<file path="config.mk">
export PLATFORM = sky130hd
export DESIGN_NAME = load_store_unit
export DESIGN_NICKNAME = d
export VERILOG_FILES = /design/src/rtl/load_store_unit.sv
export SDC_FILE = /design/constraint.sdc
export NUM_CORES = 1
export LEC_CHECK = 0
export ABC_AREA = 1
export BUFFER_PORTS_ARGS = -buffer_cell sky130_fd_sc_hd__buf_4
export CORE_AREA = 2 2 105 132
export CTS_CLUSTER_DIAMETER = 100
export DETAILED_ROUTE_END_ITERATION = 10
export DIE_AREA = 0 0 107 134
export GPL_ROUTABILITY_DRIVEN = 0
export HOLD_SLACK_MARGIN = 0.05
export PLACE_DENSITY = 0.85
export SLEW_MARGIN = 0
export SYNTH_ARGS = -nofsm -noshare
export SYNTH_HDL_FRONTEND = slang
export SYNTH_SLANG_ARGS = --single-unit
export TNS_END_PERCENT = 1
</file>
<file path="constraint.sdc">
create_clock -name clk -period 2.9 [get_ports clk]
set_input_delay 0 -clock clk [delete_from_list [all_inputs] [get_ports clk]]
set_output_delay 0 -clock clk [all_outputs]
set_load 0.02 [all_outputs]
</file>
<file path="src/rtl/load_store_unit.sv">
// rtl/load_store_unit.sv - single-request load/store initiator with sub-word extract and read-modify-write
module load_store_unit #(
   parameter int ADDR_W = 32,
   parameter int DATA_W = 32
) (
   input  logic              clk,
   input  logic              rst,
   input  logic              req,
   input  logic              is_store,
   input  logic [2:0]        funct3,
   input  logic [ADDR_W-1:0] addr,
   input  logic [DATA_W-1:0] wdata,
   output logic              busy,
   output logic              done,
   output logic              err,
   output logic [DATA_W-1:0] rdata,
   output logic [ADDR_W-1:0] mem_addr,
   output logic [DATA_W-1:0] mem_wdata,
   output logic              mem_we,
   input  logic [DATA_W-1:0] mem_rdata
);

   typedef enum logic [1:0] {IDLE, READ, WRITE, DONE} state_t;

   state_t            state, state_nx;
   logic              st_q;
   logic [2:0]        f3_q;
   logic [ADDR_W-1:0] addr_q;
   logic [DATA_W-1:0] wdata_q;
   logic [DATA_W-1:0] merge_q;
   logic              err_q;

   logic              illegal, misaligned, bad;
   logic [DATA_W-1:0] load_ext;
   logic [DATA_W-1:0] merged;
   logic [7:0]        ld_byte;
   logic [15:0]       ld_half;

   // Decode checks use the live request inputs because they are evaluated in IDLE.
   always_comb begin
      illegal    = 1'b0;
      misaligned = 1'b0;
      case (funct3)
         3'b000, 3'b001, 3'b010: illegal = 1'b0;
         3'b100, 3'b101:         illegal = is_store;
         default:                illegal = 1'b1;
      endcase
      if (funct3[1:0] == 2'b01 && addr[0])
         misaligned = 1'b1;
      if (funct3[1:0] == 2'b10 && addr[1:0] != 2'b00)
         misaligned = 1'b1;
      bad = illegal | misaligned;
   end

   always_comb begin
      ld_byte  = mem_rdata[{addr_q[1:0], 3'b000} +: 8];
      ld_half  = mem_rdata[{addr_q[1], 4'b0000} +: 16];
      load_ext = mem_rdata;
      case (f3_q)
         3'b000:  load_ext = {{(DATA_W-8){ld_byte[7]}}, ld_byte};
         3'b100:  load_ext = {{(DATA_W-8){1'b0}}, ld_byte};
         3'b001:  load_ext = {{(DATA_W-16){ld_half[15]}}, ld_half};
         3'b101:  load_ext = {{(DATA_W-16){1'b0}}, ld_half};
         default: load_ext = mem_rdata;
      endcase
   end

   // Little-endian lane replacement into the word captured during READ.
   always_comb begin
      merged = merge_q;
      if (f3_q[1:0] == 2'b00)
         merged[{addr_q[1:0], 3'b000} +: 8] = wdata_q[7:0];
      else
         merged[{addr_q[1], 4'b0000} +: 16] = wdata_q[15:0];
   end

   always_comb begin
      state_nx = state;
      case (state)
         IDLE: begin
            if (req) begin
               if (bad)
                  state_nx = DONE;
               else if (is_store && funct3 == 3'b010)
                  state_nx = WRITE;
               else
                  state_nx = READ;
            end
         end
         READ:    state_nx = st_q ? WRITE : DONE;
         WRITE:   state_nx = DONE;
         DONE:    state_nx = IDLE;
         default: state_nx = IDLE;
      endcase
   end

   always_ff @(posedge clk) begin
      if (!rst) begin
         state   <= IDLE;
         st_q    <= 1'b0;
         f3_q    <= 3'b000;
         addr_q  <= '0;
         wdata_q <= '0;
         merge_q <= '0;
         err_q   <= 1'b0;
         rdata   <= '0;
      end else begin
         state <= state_nx;
         if (state == IDLE && req) begin
            st_q    <= is_store;
            f3_q    <= funct3;
            addr_q  <= addr;
            wdata_q <= wdata;
            err_q   <= bad;
         end
         if (state == READ) begin
            if (st_q)
               merge_q <= mem_rdata;
            else
               rdata <= load_ext;
         end
      end
   end

   // Write enable is gated by reset so an abort landing in WRITE never reaches memory.
   assign busy     = (state != IDLE);
   assign done     = (state == DONE);
   assign err      = (state == DONE) && err_q;
   assign mem_addr = {addr_q[ADDR_W-1:2], 2'b00};
   assign mem_we   = (state == WRITE) && rst;

   always_comb begin
      mem_wdata = '0;
      if (state == WRITE)
         mem_wdata = (f3_q[1:0] == 2'b10) ? wdata_q : merged;
   end

endmodule

</file>
* Word-level counts from Yosys, hierarchy flattened
Index checks and enable logic that the tools add are counted.
Operators by class: $add $sub $neg 2, equal/unequal tests 14, shifts and indexed selects 6, multiplexer cells 14, bitwise operators 2, reductions and logical operators 16
Operators with widths (count):
- $pmux W32 S4 | 1
- $mux W32 | 3
- $bwmux W32 | 2
- $shift A16 B7 Y32 const A | 1
- $shift A8 B7 Y32 const A | 1
- $shiftx A16 B7 Y32 | 1
- $shiftx A32 B6 Y16 | 1
- $shiftx A32 B6 Y8 | 1
- $shiftx A8 B7 Y32 | 1
- $neg A5 Y7 | 2
- $eq A3 B3 Y1 const B | 4
- $eq A2 B2 Y1 const B | 4
- $pmux W2 S4 | 1
- $eq A3 B1 Y1 const B | 2
- $logic_and A1 B1 Y1 | 6
- $logic_not A3 Y1 | 2
- $mux W2 | 3
- $eq A2 B1 Y1 const B | 2
- $logic_not A2 Y1 | 2
- $reduce_and A2 Y1 | 2
- $reduce_bool A2 Y1 | 2
- $eq A3 B2 Y1 const B | 1
- $mux W1 | 3
- $reduce_or A3 Y1 | 1
- other kinds (5) | 5
Storage, ports and cells: register bits 135, input bits 103, output and inout port bits 100, word-level logic and storage cells 62

* Logic depth before layout (Yosys ltp)
Gate-level depths: netlist (run 1).
depth in word-level cells 8, depth in mapped cells 10, mapped depth without buffers 8

* Worst setup path before layout (run 1)
No wires, ideal clock.
kind reg2out, start point reg addr_q[1], end point out mem_wdata[13], arrival 1.794 ns, data required time 2.900 ns, slack 1.106 ns, stages on the path, launching flop included 11, buffers on the path 3, path through dfxtp_1 > buf_6 > inv_4 > buf_6 > ha_1 > inv_1 > buf_2 > nand3_1 > o21ai_0 > o21ai_0 > a31oi_1
On the way: cells in the longest elaborated chain, start to end 6, elaborated cells on any way between the ends 11, classes of those cells 2 x add/sub; 4 x shift; 5 x mux
Ends and longest elaborated chain:
- start: declaration | line 28 | logic [ADDR_W-1:0] addr_q;
- start signal: assignment | line 112 | addr_q <= addr;
- $neg A5 Y7 (on tied branches) | line 74, 72
- $shiftx A16 B7 Y32, or another cell as far along | line 74 | merged[{addr_q[1], 4'b0000} +: 16] = wdata_q[15:0];
- $bwmux W32 (on tied branches) | line 74, 72
- $mux W32 (*) | line 71 | if (f3_q[1:0] == 2'b00)
- $mux W32 (*) | line 135 | mem_wdata = (f3_q[1:0] == 2'b10) ? wdata_q : merged;
- $mux W32 (*) | line 134 | if (state == WRITE)
- end: declaration | line 18 | output logic [DATA_W-1:0] mem_wdata,
Every way passes the cells marked *; elsewhere a longest branch is shown, timed or not.

* Worst setup path after layout (run 1)
start point reg addr_q[0], end point out mem_wdata[12]
On the way: cells in the longest elaborated chain, start to end 6, elaborated cells on any way between the ends 7, classes of those cells 1 x add/sub; 2 x shift; 4 x mux
Ends and longest elaborated chain:
- $neg A5 Y7 (*) | line 72 | merged[{addr_q[1:0], 3'b000} +: 8] = wdata_q[7:0];
- $shiftx A8 B7 Y32 / $shift A8 B7 Y32 (equally long branches) | line 72
- $bwmux W32 (*) | line 72
- $mux W32 (*) | line 71
- $mux W32 (*) | line 135
- $mux W32 (*) | line 134
Marked as above.

==> results.tsv, run 1 <==
metric	value	unit
status	completed	
max_stage_delay	0.58	ns
hold_class	in -> reg	
crit_arrival	2.73	ns
worstPathCellList	inv_2 > ha_1 > inv_1 > nand3_1 > o21ai_0 > o21ai_0 > a31oi_1 > buf_4	
yosysSeqAreaShare	38.2	%
cp_slowest_cell	dfxtp_1	
seqPwrFrac	29.0	%
grt_max_degree	75	
crit_buf_inv	3	
dieArea	14300	um^2
hold_start	rst	
finClkSkew	0.00766	ns
period_needed	2.73	ns
post-route-cell-area	9950	um^2
ys_top_cells_by_count	nor2_1, o21ai_0, dfxtp_1	
grt_pass1_wl	38.3	mm
hold_viol	0	
yosysTopAreaCell	dfxtp_1	
fin_util	75.9	%
root_buffer	clkbuf_16	
comb_power_share	46.5	%
power_switching	4.14	mW
syn_inst	1044	
r2r-start	state[0]$_SDFFE_PN0P_	
async_reset_ff_share	0	%
leakage	4.63	nW
fmax	366	MHz
drv_slew	0	
ioPinCount	203	
cp.required	2.90	ns
cts_tree	done	
slew_headroom	44.8	%
crit_top_cell	o21ai_0	
avgRoutedWirePerCell	16.7	um
first_pass_iters	7	
cts_sinks	135	
synth-main-ff-cell	dfxtp_1	
grt_use_total	33.6	%
pwr-share-clk	24.5	%
clock_latency	0.42	ns
p_per_area	975	nW/um^2
drt_iter0_markers	787	
synth_area_leaders	dfxtp_1, o21ai_0, nor2_1, a21oi_1, nand2_1	
antenna_found_initial	0	
routed_wl	24.5	mm
cts_resized	0	
finalSetupViolCount	0	
rsz0062_at_grt	no	
max-vdd-ir-drop	0.000571	V
post_drt_via_cell_ratio	5.53	
cts_buffer_depth	2	
cts_made_buffers	17	
port_buffers	200	
dpl_worst_slack	0.754	ns
dpl_cell_area	8290	um^2
grt_pass1_vias	7784	
swShare	42.6	%
h-tree-depth	4	
area_delta_synth_final	40.6	%
setup_ws	0.168	ns
drc	0	
critical_path.startpoint	addr_q[0]$_SDFFE_PN0P_	
syn_area	7080	um^2
syn_avg_cell_area	6.78	um^2
drive_above_1_share	21.9	%
finalCritPeriodShare	94.2	%
yosys_warnings	0	
max_cap_violations	0	
tightest_slew	0.829	ns
synth.distinct_cells	34	
start_util	54.0	%
post-dp-hpwl	14.9	mm
synth-edff-count	0	
ant_nets	0	
die_x	107	um
crit_family	buffers and inverters	
die_h	134	um
netlist.area_leader.share	38.2	%
fillCellCount	916	
tns	0	ns
crit_path_start_kind	flop	
cts.clk_slew.worst_paths	0.06	ns
layout.nets	1392	
core	13100	um^2
end_kind	primary output	
internal_power	5.57	mW
path_class	reg -> out	
antenna_cells	0	
synth_seq_cells	135	
path_max_fanout	16	
yosysMostFrequentCell	nor2_1	
vias	8084	
num_rows	47	
overflow	0	
worst min-delay path: stages:
cell	delay, ns
buf_4	0.26
o21ai_0	0.13
a21oi_1	0.05
worst paths after layout:
| path | end | slack (ns) | depth (start not counted) |
|---|---|---|---|
| hold / removal | merge_q[27]$_SDFFE_PN0P_ | 0.07 | 3 |
| setup / recovery | mem_wdata[12] | 0.17 | 8 |
| setup reg to reg | addr_q[6]$_SDFFE_PN0P_ | 0.85 | 7 |
| hold reg to reg | merge_q[9]$_SDFFE_PN0P_ | 0.47 | 2 |
stage by stage:
stage	instances	hold WS, ns	power, mW
CTS	1462	0.0528	9.52
detailed placement	1329	0.257	7.02
global route	1462	0.0812	10.2
finish	1462	0.0696	9.70
floorplan	1045	0.143	5.87
global placement	1329	0.249	6.91
flip-flops by register name, summed over array words and instances, names as in the netlist:
register / count
addr_q: 32
err_q: 1
f3_q: 3
merge_q: 32
rdata: 32
st_q: 1
state: 2
wdata_q: 32
cell type report:
cell class	instances	area, um^2	area share (%)
clock buffers	19	443	4.45
well taps	171	214	2.15
inverters	92	355	3.57
repair buffers	309	2570	25.9
flip-flops and latches	135	2700	27.2
clock inverters	12	200	2.01
multi-input cells	724	3460	34.8
placed cells by master (no fill, tap or decap), drive strengths merged:
cell type,netlist,routed
nand3,36,36
ha,10,10
clkinvlp,0,3
a31o,5,5
buf,55,207
bufinv,0,5
inv,90,91
dlygate4sd3,0,102
a21o,7,7
o21ai,213,213
a31oi,9,9
clkinv,2,5
a21oi,90,90
clkbuf,39,19
o211ai,1,1
or2,10,10
nor2,229,229
conb,1,2
nand2,110,110
dfxtp,135,135
nand4,2,2
metal layers:
layer	GRT usage, %	share of wire [%]	up-vias
li1	-	-	3834
met1	37.4	36	3673
met2	59.3	50	462
met3	7.53	8.3	115
met4	17.7	4.9	0
met5	0	0	-
timing repair:
item / 4_1_cts / 5_1_grt
endpoints found under the hold margin: 120 / 0
hold buffers: 102 / 0
setup buffers: 0 / 0
power by group through the flow:
stage / clock (mW) / sequential, mW / combinational, mW
global placement: 0 / 2.80 / 4.11
detailed placement: 0 / 2.81 / 4.21
floorplan: 0 / 2.92 / 2.95
global route: 2.46 / 2.86 / 4.92
CTS: 2.38 / 2.78 / 4.36
finish: 2.38 / 2.81 / 4.52
cell families (layout without fill, tap and decap cells):
group                    Yosys count  after routing  share of synthesized area, %
AND/OR/NAND/NOR                  387            387                          22.8
buffers and inverters            186            432                          13.0
adder cells (fa/ha/maj)           10             10                          1.77
other                              1              2                        0.0530
flip-flops                       135            135                          38.2
AO/OA/AOI/OAI                    325            325                          24.2
Power figures use the tool's default switching activity.
==> inputs of run 2 (changes only) <==
CORE_AREA = 2 2 131 164   (was 2 2 105 132)
DIE_AREA = 0 0 133 166   (was 0 0 107 134)
PLACE_DENSITY = 0.59   (was 0.85)
==> run 2 against run 1 <==
Global-route usage shrank 12 points. First-iteration DRC count shrank 31%. Critical path depth is the same. Combinational power is essentially flat. Clock power shrank 5%. Utilization shrank 25 points. Maximum frequency grew 3.9%. Worst setup slack gained 0.10 ns. Sequential cell count is the same. Total power shrank 1.5%. Hold slack gained 0.30 ns.
==> results.tsv, run 2 (synthesized netlist as in run 1, its figures left out) <==
metric	value	unit
status	completed	
grt_pass1_wl	37.9	mm
hold_class	in -> reg	
path_max_fanout	16	
avgRoutedWirePerCell	14.9	um
cp_slowest_cell	dfxtp_2	
post-dp-hpwl	16.5	mm
routed_wl	23.8	mm
layout.nets	1426	
post_drt_via_cell_ratio	4.80	
slew_headroom	59.7	%
rsz0062_at_grt	no	
cts_made_buffers	17	
mostFrequentLayoutCell	nor2_1	
max_cap_violations	0	
fmax	380	MHz
root_buffer	clkbuf_16	
h-tree-depth	4	
cts_sinks	135	
num_rows	59	
max_stage_delay	0.46	ns
ioPinCount	203	
crit_top_cell	o21ai_0	
end_kind	primary output	
leakage	4.80	nW
cts_buffer_depth	2	
drt_iter0_markers	543	
vias	7674	
drive_above_1_share	21.8	%
tightest_slew	0.604	ns
antenna_cells	0	
final_cell_mix	nor2_1, buf_4, o21ai_0	
post-route-cell-area	10400	um^2
crit_path_end	mem_wdata[8]	
rr_worst_depth	8	
port_buffers	200	
dpl_cell_area	8430	um^2
crit_arrival	2.63	ns
critical_path.startpoint	addr_q[0]$_SDFFE_PN0P_	
cp.required	2.90	ns
finalCritPeriodShare	90.7	%
crit_path_start_kind	flop	
die_h	166	um
period_needed	2.63	ns
worstPathCellList	inv_2 > ha_1 > inv_1 > nand3_1 > o21ai_0 > o21ai_0 > a31oi_1 > buf_4	
r2r_end	merge_q[29]$_SDFFE_PN0P_	
finClkSkew	0.00729	ns
max-vdd-ir-drop	0.000463	V
dieArea	22100	um^2
path_class	reg -> out	
cts_tree	done	
start_util	34.4	%
antenna_found_initial	0	
grt_max_degree	52	
r2r-start	state[1]$_SDFFE_PN0P_	
hold_viol	0	
ant_nets	0	
holdWs	0.365	ns
core	20600	um^2
drc	0	
cts.clk_slew.worst_paths	0.06	ns
area_delta_synth_final	46.8	%
grt_use_total	21.5	%
clock_latency	0.43	ns
overflow	0	
finalSetupViolCount	0	
postCtsSetupBuffers	0	
die_x	133	um
power	9.56	mW
first_pass_iters	5	
drv_slew	0	
grt_pass1_vias	7284	
p_per_area	919	nW/um^2
r2r_slack	0.49	ns
tns	0	ns
-- run 2: changes by cell type in the layout (fill, tap and decap cells not counted) --
| cell | previous run | this run |
|---|---|---|
| clkinv_4 | 1 | 2 |
| dfxtp_1 | 135 | 133 |
| buf_4 | 207 | 209 |
| dlygate4sd3_1 | 102 | 134 |
| inv_6 | 1 | 0 |
| bufinv_16 | 5 | 3 |
| clkbuf_1 | 1 | 0 |
| clkbuf_8 | 1 | 3 |
| clkinv_2 | 2 | 4 |
| dfxtp_2 | 0 | 2 |
-- run 2: worst min path at each step --
stage,start,to,slack [ns],cells after the start
3_5_place_dp,addr[6],addr_q[6]$_SDFFE_PN0P_,0.26,3
6_report,wdata[21],wdata_q[21]$_SDFFE_PN0P_,0.37,4
4_1_cts,wdata[29],wdata_q[29]$_SDFFE_PN0P_,0.35,4
5_1_grt,addr[10],addr_q[10]$_SDFFE_PN0P_,0.37,4
3_3_place_gp,wdata[1],wdata_q[1]$_SDFFE_PN0P_,0.25,3
2_1_floorplan,mem_rdata[0],merge_q[0]$_SDFFE_PN0P_,0.14,2
-- run 2: critical path, delay by kind of cell, from the launching register on --
family	cells	cell delay (ns)
simple gates	1	0.17
compound gates	3	0.69
flops	1	0.46
fa+ha+maj	1	0.23
buf+inv	3	0.66
-- run 2: area by class of cell --
class / count / area, um^2
multi-input combinational: 724 / 3460
clock buffer: 20 / 467
fill: 2064 / 10200
inverter: 92 / 355
sequential: 135 / 2710
tap: 274 / 343
clock inverter: 12 / 150
timing repair buffer: 343 / 2910
-- run 2: repair_timing --
item | CTS | global route
setup endpoints to repair | 0 | 3
resized for setup | 0 | 2
endpoints found under the hold margin | 126 | 0
hold buffers | 134 | 0
-- run 2: report_power, final --
part / internal (mW) / switching, mW / leakage, nW
registers: 2.40 / 0.392 / 1.11
logic: 1.69 / 2.79 / 3.39
clock network: 1.42 / 0.857 / 0.298
total: 5.51 / 4.04 / 4.80
-- run 2: metrics by stage --
step | utilization [%] | cells | worst slack [ns]
6_report | 50.5 | 1600 | 0.269
3_5_place_dp | 40.9 | 1434 | 0.609
3_3_place_gp | 40.9 | 1434 | 0.656
5_1_grt | 50.5 | 1600 | 0.0892
4_1_cts | 50.5 | 1600 | 0.143
2_1_floorplan | - | 1045 | 1.11
-- run 2: per-layer routing --
metal,wire [um],up-vias,global-route usage (%)
met5,0,-,0
met1,10500,3494,27.2
met3,1100,45,4.03
met2,11500,242,36.1
met4,684,0,8.42
li1,-,3893,-
